<file path="config.mk">
export PLATFORM = sky130hd
export DESIGN_NAME = l2_set_fetch
export DESIGN_NICKNAME = d
export VERILOG_FILES = /design/src/rtl/l2_set_fetch_pkg.sv /design/src/rtl/l2_set_fetch_evict_ptr.sv /design/src/rtl/l2_set_fetch.sv
export SDC_FILE = /design/constraint.sdc
export NUM_CORES = 1
export LEC_CHECK = 0
export CORE_ASPECT_RATIO = 0.9
export CORE_MARGIN = 5
export CORE_UTILIZATION = 25
export DETAILED_ROUTE_END_ITERATION = 16
export SLEW_MARGIN = 5
export SYNTH_ARGS = -nofsm -noshare
export SYNTH_HDL_FRONTEND = slang
export SYNTH_SLANG_ARGS = --single-unit
</file>
<file path="constraint.sdc">
create_clock -name clk -period 2.6 [get_ports clk]
set_input_delay 0.39 -clock clk [delete_from_list [all_inputs] [get_ports clk]]
set_output_delay 0.39 -clock clk [all_outputs]
set_load 0.03 [all_outputs]
</file>
<file path="src/rtl/l2_set_fetch_pkg.sv">
// ---------------------------------------------------------------------------
// l2_set_fetch_pkg
// Shared L2 constants and types for the set-read front end: geometry
// (ways, sets, words per line), tag/way/set/state types, lookup modes and
// the round-robin victim increment helper.
// ---------------------------------------------------------------------------
package l2_set_fetch_pkg;

   localparam int L2_WAYS        = 8;
   localparam int L2_SETS        = 16;
   localparam int WORDS_PER_LINE = 4;
   localparam int L2_TAG_W       = 8;

   typedef logic [$clog2(L2_SETS)-1:0] l2_set_t;
   typedef logic [L2_TAG_W-1:0]        l2_tag_t;
   typedef logic [$clog2(L2_WAYS)-1:0] l2_way_t;
   typedef logic [1:0]                 state_t;

   // Per-word coherence states
   localparam state_t SPX_I = 2'd0;
   localparam state_t SPX_V = 2'd1;
   localparam state_t SPX_R = 2'd2;
   localparam state_t SPX_O = 2'd3;

   // Lookup request flavours carried through to the lookup stage
   localparam logic L2_LOOKUP     = 1'b0;
   localparam logic L2_LOOKUP_FWD = 1'b1;

   // Round-robin successor of a way, wrapping from the last way to way 0
   function automatic l2_way_t next_way(input l2_way_t w);
      return (w == l2_way_t'(L2_WAYS - 1)) ? '0 : w + l2_way_t'(1);
   endfunction

endpackage

</file>
<file path="src/rtl/l2_set_fetch_evict_ptr.sv">
// ---------------------------------------------------------------------------
// l2_evict_ptr
// Per-set round-robin victim pointer table.
//   clk, rst      : clock, asynchronous active-low reset (all pointers to 0)
//   adv, adv_set  : advance the pointer of adv_set by one way (wrapping)
//   rd_set        : set whose victim way is read
//   rd_way        : victim way of rd_set, already reflecting an advance of
//                   that same set in the current cycle
// ---------------------------------------------------------------------------
module l2_evict_ptr
   import l2_set_fetch_pkg::*;
(
   input  logic    clk,
   input  logic    rst,
   input  logic    adv,
   input  l2_set_t adv_set,
   input  l2_set_t rd_set,
   output l2_way_t rd_way
);

   l2_way_t ptr [L2_SETS];

   // Pointer table; advances are accepted every cycle regardless of what
   // the fetch FSM is doing.
   always_ff @(posedge clk or negedge rst) begin
      if (!rst) begin
         for (int i = 0; i < L2_SETS; i++) begin
            ptr[i] <= '0;
         end
      end else if (adv) begin
         ptr[adv_set] <= next_way(ptr[adv_set]);
      end
   end

   // Read port forwards a same-cycle advance so a capture sees the
   // post-advance victim.
   always_comb begin
      rd_way = ptr[rd_set];
      if (adv && (adv_set == rd_set)) begin
         rd_way = next_way(ptr[rd_set]);
      end
   end

endmodule

</file>
<file path="src/rtl/l2_set_fetch.sv">
// ---------------------------------------------------------------------------
// l2_set_fetch
// Set-read front end of the L2 lookup path. Accepts a set index, reads every
// way of that set from the tag/state RAM, captures the result together with
// the set's round-robin victim into holding buffers and pulses lookup_en.
// Buffers are patched by in-flight way updates until the consumer says done.
//   clk, rst            : clock, asynchronous active-low reset
//   rd_valid/rd_ready   : request handshake (rd_ready = idle)
//   rd_set/rd_tag/rd_mode: request set, tag, lookup mode
//   ram_rd_en/ram_rd_set: RAM read strobe and index
//   ram_tags/ram_states : RAM read data, valid RD_LATENCY cycles after strobe
//   tags_buf/states_buf/evict_way_buf/lookup_mode : held lookup inputs
//   lookup_en           : one-cycle pulse when the buffers become valid
//   done                : consumer releases the buffers
//   upd_*               : RAM write of one way (bypassed into the buffers)
//   evict_adv(_set)     : advance a set's victim pointer
// RD_LATENCY must lie in 1..3.
// ---------------------------------------------------------------------------
module l2_set_fetch
   import l2_set_fetch_pkg::*;
#(
   parameter int RD_LATENCY = 1
)
(
   input  logic                                         clk,
   input  logic                                         rst,
   input  logic                                         rd_valid,
   output logic                                         rd_ready,
   input  l2_set_t                                      rd_set,
   input  l2_tag_t                                      rd_tag,
   input  logic                                         rd_mode,
   output logic                                         ram_rd_en,
   output l2_set_t                                      ram_rd_set,
   input  l2_tag_t [L2_WAYS-1:0]                        ram_tags,
   input  state_t  [L2_WAYS-1:0][WORDS_PER_LINE-1:0]    ram_states,
   output l2_tag_t [L2_WAYS-1:0]                        tags_buf,
   output state_t  [L2_WAYS-1:0][WORDS_PER_LINE-1:0]    states_buf,
   output l2_way_t                                      evict_way_buf,
   output logic                                         lookup_en,
   output logic                                         lookup_mode,
   input  logic                                         done,
   input  logic                                         upd_en,
   input  l2_set_t                                      upd_set,
   input  l2_way_t                                      upd_way,
   input  l2_tag_t                                      upd_tag,
   input  state_t  [WORDS_PER_LINE-1:0]                 upd_states,
   input  logic                                         evict_adv,
   input  l2_set_t                                      evict_adv_set
);

   typedef enum logic [2:0] {IDLE, READ, WAIT, CAPTURE, HOLD} fsm_t;

   fsm_t                                        state;
   logic [1:0]                                  lat_cnt;
   logic                                        hold_first;
   logic                                        pend_valid;
   l2_way_t                                     pend_way;
   l2_tag_t                                     pend_tag;
   state_t  [WORDS_PER_LINE-1:0]                pend_states;
   l2_way_t                                     victim_way;
   logic                                        upd_hit;
   l2_tag_t [L2_WAYS-1:0]                       cap_tags;
   state_t  [L2_WAYS-1:0][WORDS_PER_LINE-1:0]   cap_states;

   // The request tag only matters to the bypass matching further down the
   // pipe; it is kept on the port so the interface matches the arbiter.
   logic unused_rd_tag;
   assign unused_rd_tag = ^rd_tag;

   l2_evict_ptr u_evict_ptr (
      .clk     (clk),
      .rst     (rst),
      .adv     (evict_adv),
      .adv_set (evict_adv_set),
      .rd_set  (ram_rd_set),
      .rd_way  (victim_way)
   );

   // ram_rd_set doubles as the latched request set for the whole transaction.
   assign upd_hit   = upd_en && (upd_set == ram_rd_set);
   assign rd_ready  = (state == IDLE);
   assign ram_rd_en = (state == READ);
   assign lookup_en = (state == HOLD) && hold_first;

   // Capture data: RAM contents, overlaid by the pending update recorded
   // during the read, overlaid by a same-cycle update (newest wins).
   always_comb begin
      cap_tags   = ram_tags;
      cap_states = ram_states;
      if (pend_valid) begin
         cap_tags[pend_way]   = pend_tag;
         cap_states[pend_way] = pend_states;
      end
      if (upd_hit) begin
         cap_tags[upd_way]   = upd_tag;
         cap_states[upd_way] = upd_states;
      end
   end

   // Fetch sequencer: latch request, strobe RAM, wait out the read latency,
   // capture, then hold until the consumer releases the buffers. Updates to
   // the latched set seen while the read is in flight are parked and replayed
   // at capture; updates during HOLD patch the buffers directly.
   always_ff @(posedge clk or negedge rst) begin
      if (!rst) begin
         state         <= IDLE;
         lat_cnt       <= '0;
         hold_first    <= 1'b0;
         pend_valid    <= 1'b0;
         pend_way      <= '0;
         pend_tag      <= '0;
         pend_states   <= '0;
         ram_rd_set    <= '0;
         lookup_mode   <= 1'b0;
         tags_buf      <= '0;
         states_buf    <= '0;
         evict_way_buf <= '0;
      end else begin
         case (state)
            IDLE: begin
               pend_valid <= 1'b0;
               if (rd_valid) begin
                  ram_rd_set  <= rd_set;
                  lookup_mode <= rd_mode;
                  state       <= READ;
               end
            end
            READ: begin
               if (upd_hit) begin
                  pend_valid  <= 1'b1;
                  pend_way    <= upd_way;
                  pend_tag    <= upd_tag;
                  pend_states <= upd_states;
               end
               lat_cnt <= 2'(RD_LATENCY - 1);
               state   <= (RD_LATENCY == 1) ? CAPTURE : WAIT;
            end
            WAIT: begin
               if (upd_hit) begin
                  pend_valid  <= 1'b1;
                  pend_way    <= upd_way;
                  pend_tag    <= upd_tag;
                  pend_states <= upd_states;
               end
               lat_cnt <= lat_cnt - 2'd1;
               if (lat_cnt == 2'd1) begin
                  state <= CAPTURE;
               end
            end
            CAPTURE: begin
               tags_buf      <= cap_tags;
               states_buf    <= cap_states;
               evict_way_buf <= victim_way;
               pend_valid    <= 1'b0;
               hold_first    <= 1'b1;
               state         <= HOLD;
            end
            HOLD: begin
               hold_first <= 1'b0;
               if (upd_hit) begin
                  tags_buf[upd_way]   <= upd_tag;
                  states_buf[upd_way] <= upd_states;
               end
               if (done) begin
                  state <= IDLE;
               end
            end
            default: begin
               state <= IDLE;
            end
         endcase
      end
   end

endmodule

</file>
Word level (Yosys, flattened, before mapping)
Cells that the tools add are included.
{ "totals": {"in_bits": 174, "wordCells": 150, "reg_bits": 210, "out_inout_bits": 139} }
{ "op_classes": {"n_lt_le_gt_ge": 7, "muxes": 38, "n_bitwise": 2, "add_sub_neg": 3, "n_reduce_logical": 17, "eq_ne": 14} }
{ "op_table": {"columns": ["cell", "n"], "rows": [
  ["64-bit bitwise mux", 6],
  ["64-bit 2-to-1 mux", 6],
  ["64-bit case mux with 2 select lines", 2],
  ["48-bit bitwise mux", 1],
  ["8-bit demux with 3-bit select", 2],
  ["3-bit 2-to-1 mux", 11],
  ["3-bit binary-select mux with 4-bit select", 2],
  ["8-bit 2-to-1 mux", 2],
  ["3-bit case mux with 5 select lines", 1],
  ["3-bit demux with 4-bit select", 1],
  ["5-bit >= comparator (second input constant)", 2],
  ["4-bit NOT with 5-bit output", 2],
  ["3-bit equality test (second input constant)", 3],
  ["4-bit equality test", 2],
  ["3-bit by 4-bit < comparator with 1-bit output (second input constant)", 2],
  ["2-bit inequality test (second input constant)", 4],
  ["2-bit AND reduction", 4],
  ["3-bit by 1-bit adder with 3-bit output (second input constant)", 2],
  ["3-bit by 2-bit equality test with 1-bit output (second input constant)", 2],
  ["3-bit by 1-bit >= comparator with 1-bit output (second input constant)", 2],
  ["1-bit logical AND", 6],
  ["2-bit nonzero test", 3],
  ["5-bit by 1-bit < comparator with 1-bit output (second input constant)", 1],
  ["1-bit case mux with 2 select lines", 2],
  ["9 further kinds", 10]
]} }

Longest topological paths before layout
{ "logic_depth": {"ltp_word": 9, "mapped_depth": 10, "ltp_nobuf": 8} }

Modules after synthesis
From an unflattened synthesis, not the netlist that was laid out.
{ "unflattened": {"hier_cells": 1086, "area_unflattened_um2": 12162.9} }
{ "modules_own_cells": {"columns": ["mod", "cells_each", "instances", "area_each_um2"], "rows": [
  ["l2_set_fetch", 877, 1, 9300.2],
  ["l2_evict_ptr", 209, 1, 2862.7]
]} }

Worst setup path before layout
No wires, ideal clock.
{ "synth_timing": {"kind": "input-to-reg", "startpoint": "input port evict_adv_set[0]", "endpoint": "register u_evict_ptr.ptr[14] (netlist bit)", "t_arrival_ns": 2.788, "required_time_ns": 2.475, "setup_time_ns": 0.125, "setup_slack_ns": -0.313, "stages": 8, "path_cell_list": "buf_2 buf_2 mux4_2 mux4_2 ha_1 ha_1 clkbuf_1 mux2_2"} }
{ "synth_between": {"elab_chain_len": 7, "word_cells_on_any_way": 13} }
{ "synth_rtl": {"columns": ["item", "line_no", "text"], "rows": [
  ["from (decl)", "l2_set_fetch.sv:48", "input l2_set_t evict_adv_set"],
  ["4-bit NOT with 5-bit output (not written as such) (*)", "l2_set_fetch_evict_ptr.sv:31", "ptr[adv_set] <= next_way(ptr[adv_set]);"],
  ["3-bit binary-select mux with 4-bit select", "l2_set_fetch_evict_ptr.sv:31", null],
  ["3-bit 2-to-1 mux (not written as such) (2 in a row)", "l2_set_fetch_evict_ptr.sv:31", null],
  ["3-bit by 1-bit adder with 3-bit output / 3-bit equality test (equally long branches)", "l2_set_fetch_pkg.sv:31", "return (w == l2_way_t'(L2_WAYS - 1)) ? '0 : w + l2_way_t'(1);"],
  ["3-bit 2-to-1 mux", "l2_set_fetch_pkg.sv:31", null],
  ["48-bit bitwise mux (*)", "l2_set_fetch_evict_ptr.sv:31", null],
  ["to (signal, indexed assignment)", "l2_set_fetch_evict_ptr.sv:31", null],
  ["to (decl)", "l2_set_fetch_evict_ptr.sv:21", "l2_way_t ptr [L2_SETS];"]
]} }
Every way passes the cells marked *; elsewhere a longest branch is shown, timed or not. The select of a mux whose other input is x is not followed.
A chain may end at the register's enable or synchronous reset.

Worst setup path in the final report
{ "layout_timing": {"startpoint": "register ram_rd_set[0]", "endpoint": "output port ram_rd_set[0]"} }
{ "layout_lines": {"columns": ["item", "line_no", "text"], "rows": [
  ["from (decl)", "l2_set_fetch.sv:33", "output l2_set_t ram_rd_set,"],
  ["from (signal assigned)", "l2_set_fetch.sv:123", "ram_rd_set <= rd_set;"]
]} }
No word-level cell between the ends.

==> flow_metrics.py <==
metrics = {
    "timing": {
        "setup_ws_ps": 123,
        "setup_viol": 0,
        "worst_pin_slew_ps": 673,
        "finalCriticalPeriod_ps": 2480,
        "fmax_mhz": 404,
        "rsz0062_at_grt": "false",
        "tns_ps": 0,
        "hold_viol_final": 0,
        "maxSlewHeadroom_pct": 55.0,
        "finalMaxSlewViolations": 0,
        "finalClockSkew_ps": 15.5,
        "fin_crit_sh_pct": 95.3,
    },
    "power": {
        "clkPwrFrac_pct": 17.5,
        "p_comb_share_pct": 53.0,
        "p_sw_share_pct": 40.5,
        "pwr-share-seq_pct": 29.5,
        "intPower_mw": 13.3,
        "p_leak_nw": 7.33,
        "power_density_nw_per_um2": 1240,
        "peakVddDrop_mv": 0.468,
        "netSwitchingPower_mw": 9.05,
    },
    "global_routing": {
        "grt_max_degree": 72,
        "grt.total_usage_pct": 17.1,
        "first_global_vias": 9747,
        "grt-ovfl-total": 0,
        "antenna_found_initial": 6,
        "grt_pass1_wl_um": 70200,
    },
    "synthesis": {
        "synth_top_area_cell": "dfrtp_1",
        "synth_area_per_cell_um2": 13.6,
        "yosysTopAreaCellShare_pct": 41.4,
        "yosysWarningCount": 0,
        "synth_nets": 1116,
        "synth_ff_type": "dfrtp_1",
        "syn_inst": 937,
        "syn_area_um2": 12700,
        "synth_cell_types": 51,
        "ys_ff_latch": 210,
        "synth_edf_count": 0,
        "ys_seq_area_share_pct": 41.4,
        "synthArstFlopShare_pct": 100,
        "synthTopCellsByArea": "dfrtp_1 (41%), mux2_2 (30%), mux2_4 (8.3%)",
    },
    "setup_path": {
        "critPathLaunch": "ram_rd_set[0]$_DFFE_PN0P_",
        "worstSetupPathType": "flip-flop to output pin",
        "cp.arrival_ps": 2090,
        "required_ps": 2210,
        "critPathMaxFanout": 8,
        "cp-start-kind": "flip-flop",
        "r2r-start": "ram_rd_set[0]$_DFFE_PN0P_",
        "crit_path_end_kind": "output pin",
    },
    "cells_and_area": {
        "stdcell_area_um2": 18000,
        "area_growth_pct": 42.0,
        "fin_util_pct": 35.8,
        "layout.nets": 1449,
        "fillers": 4958,
        "stdcell_count": 1970,
        "drive_above_1_share_pct": 45.6,
    },
    "floorplanning": {
        "dieArea_um2": 55400,
        "pin_count": 313,
        "start_util_pct": 25.2,
        "rows": 78,
        "die_y_um": 224,
        "die_x_um": 248,
        "core-area_um2": 50400,
    },
    "clock_tree": {
        "cts_root_buf": "clkbuf_16",
        "clk_latency_ps": 570,
        "cts.sinks": 210,
        "cts_buffers": 27,
        "path_clk_slew_ps": 60,
        "clockBufferDepth": 3,
        "cts_tree": "done",
        "cts_max_level": 1,
    },
    "place": {
        "place_inst": 1920,
        "io_buffers": 304,
        "pre_cts_ws_ps": -430,
        "dp_hpwl_um": 37300,
        "gp_congestion": 0.829,
        "place_area_um2": 17100,
    },
    "detailed_routing": {
        "vias_per_cell": 4.69,
        "dr.first_iter.drc_count": 469,
        "wirelength_um": 49400,
        "drc": 0,
        "post_drt_wl_per_cell_um": 25.1,
        "vias": 9230,
        "ant_nets": 0,
        "dr.pass1.iters": 5,
    },
    "outcome": {
        "status": "complete, no violations",
    },
    "run": {
        "max_cap_viol_count": 0,
    },
    "min_path": {
        "min_path_type": "primary input to async pin",
    },
}
power by group through the flow:
stage          clock (mW)  sequential [mW]  combinational, mW
2_1_floorplan           0             7.98               5.42
3_3_place_gp            0             6.60               11.8
3_5_place_dp            0             6.64               12.0
4_1_cts              4.04             6.60               12.0
5_1_grt              4.13             6.80               12.5
6_report             3.91             6.60               11.9
registers in the layout, indices dropped and copies added (netlist names):
name,count
pend_way,3
lookup_mode,1
states_buf,64
lat_cnt,2
u_evict_ptr.ptr,48
pend_tag,8
pend_valid,1
pend_states,8
evict_way_buf,3
tags_buf,64
state,3
hold_first,1
ram_rd_set,4
cells in the final DEF, fill, tap and decap left out, types with 4 or more instances in the layout:
master           count
mux2_1              13
clkdlybuf4s50_1    301
o31a_1               8
xor2_1               4
xnor2_1              4
o21ai_0             20
mux2i_1              8
nor2b_1              4
dfrtp_1            209
nand3b_1             7
nand2_1             14
mux2_2             342
bufinv_16            4
clkbuf_16           27
nand3_1             10
o2bb2ai_1           16
nor2_1              37
and2_1               4
mux4_2              25
clkinv_2             9
a21oi_4              7
mux2_4              70
inv_1                4
buf_12              27
buf_4               54
cell type report:
class	instances	area (µm²)	area share [%]
multi-input combinational	641	7010	38.9
timing repair buffer	386	4010	22.2
clock buffer	30	687	3.81
clock inverter	18	216	1.20
antenna	1	2.50	0.0139
inverter	4	15.0	0.0832
sequential	210	5260	29.1
tap	680	851	4.72
worst paths after layout:
path | to | slack [ps] | depth (start not counted)
max in group asynchronous | states_buf[58]$_DFFE_PN0P_ | 1310 | 3
min | states_buf[59]$_DFFE_PN0P_ | 410 | 2
max reg2reg | evict_way_buf[0]$_DFFE_PN0P_ | 180 | 8
min in group clk | state[2]$_DFFE_PN0P_ | 410 | 2
max | ram_rd_set[0] | 120 | 2
min reg2reg | tags_buf[3]$_DFFE_PN0P_ | 490 | 1
per-stage QoR:
stage	hold WS (ps)	total power, mW
6_report	411	22.4
3_5_place_dp	424	18.6
2_1_floorplan	94.4	13.4
4_1_cts	370	22.7
5_1_grt	427	23.4
3_3_place_gp	418	18.4
cells by family (layout without fill, tap and decap cells):
family	count (synthesis)	after routing	share of synthesized area, %
AOI/OAI and AO/OA	68	68	4.48
buffers and inverters	86	438	3.94
xor gates and xnor gates	9	9	0.680
DFF	210	210	41.4
adders and majority gates	5	5	0.492
and+or+nand+nor	101	101	4.24
muxes	458	458	44.8
other	0	1	0
per-layer routing:
metal	vias to the layer above	GRT usage (%)	share of wire, %
met5	-	0	0.083
met4	6	3.31	2.1
met3	56	4.10	7.3
met2	339	28.2	46
met1	4684	23.0	44
li1	4145	-	-
synth_stat cells (all sizes together) (10+ instances only):
cell type and count:
mux2 425, dfrtp 210, buf 60, nor2 37, mux4 25, clkbuf 22
o21ai 20, o2bb2ai 16, nand2 14, nand3 11, a21oi 10
critical path, stage by stage (launching register included):
cell             delay, ps
dfrtp_1                580
buf_4                  250
clkdlybuf4s50_1        680
timing repair:
item | in CTS | in global routing
gates cloned | 0 | 0
setup endpoints to repair | 3 | 2
setup buffers | 0 | 0
hold buffers | 1 | 0
gates resized for setup | 3 | 2
hold endpoints to repair | 66 | 0
Note: power is estimated with default switching activity, not from simulation.
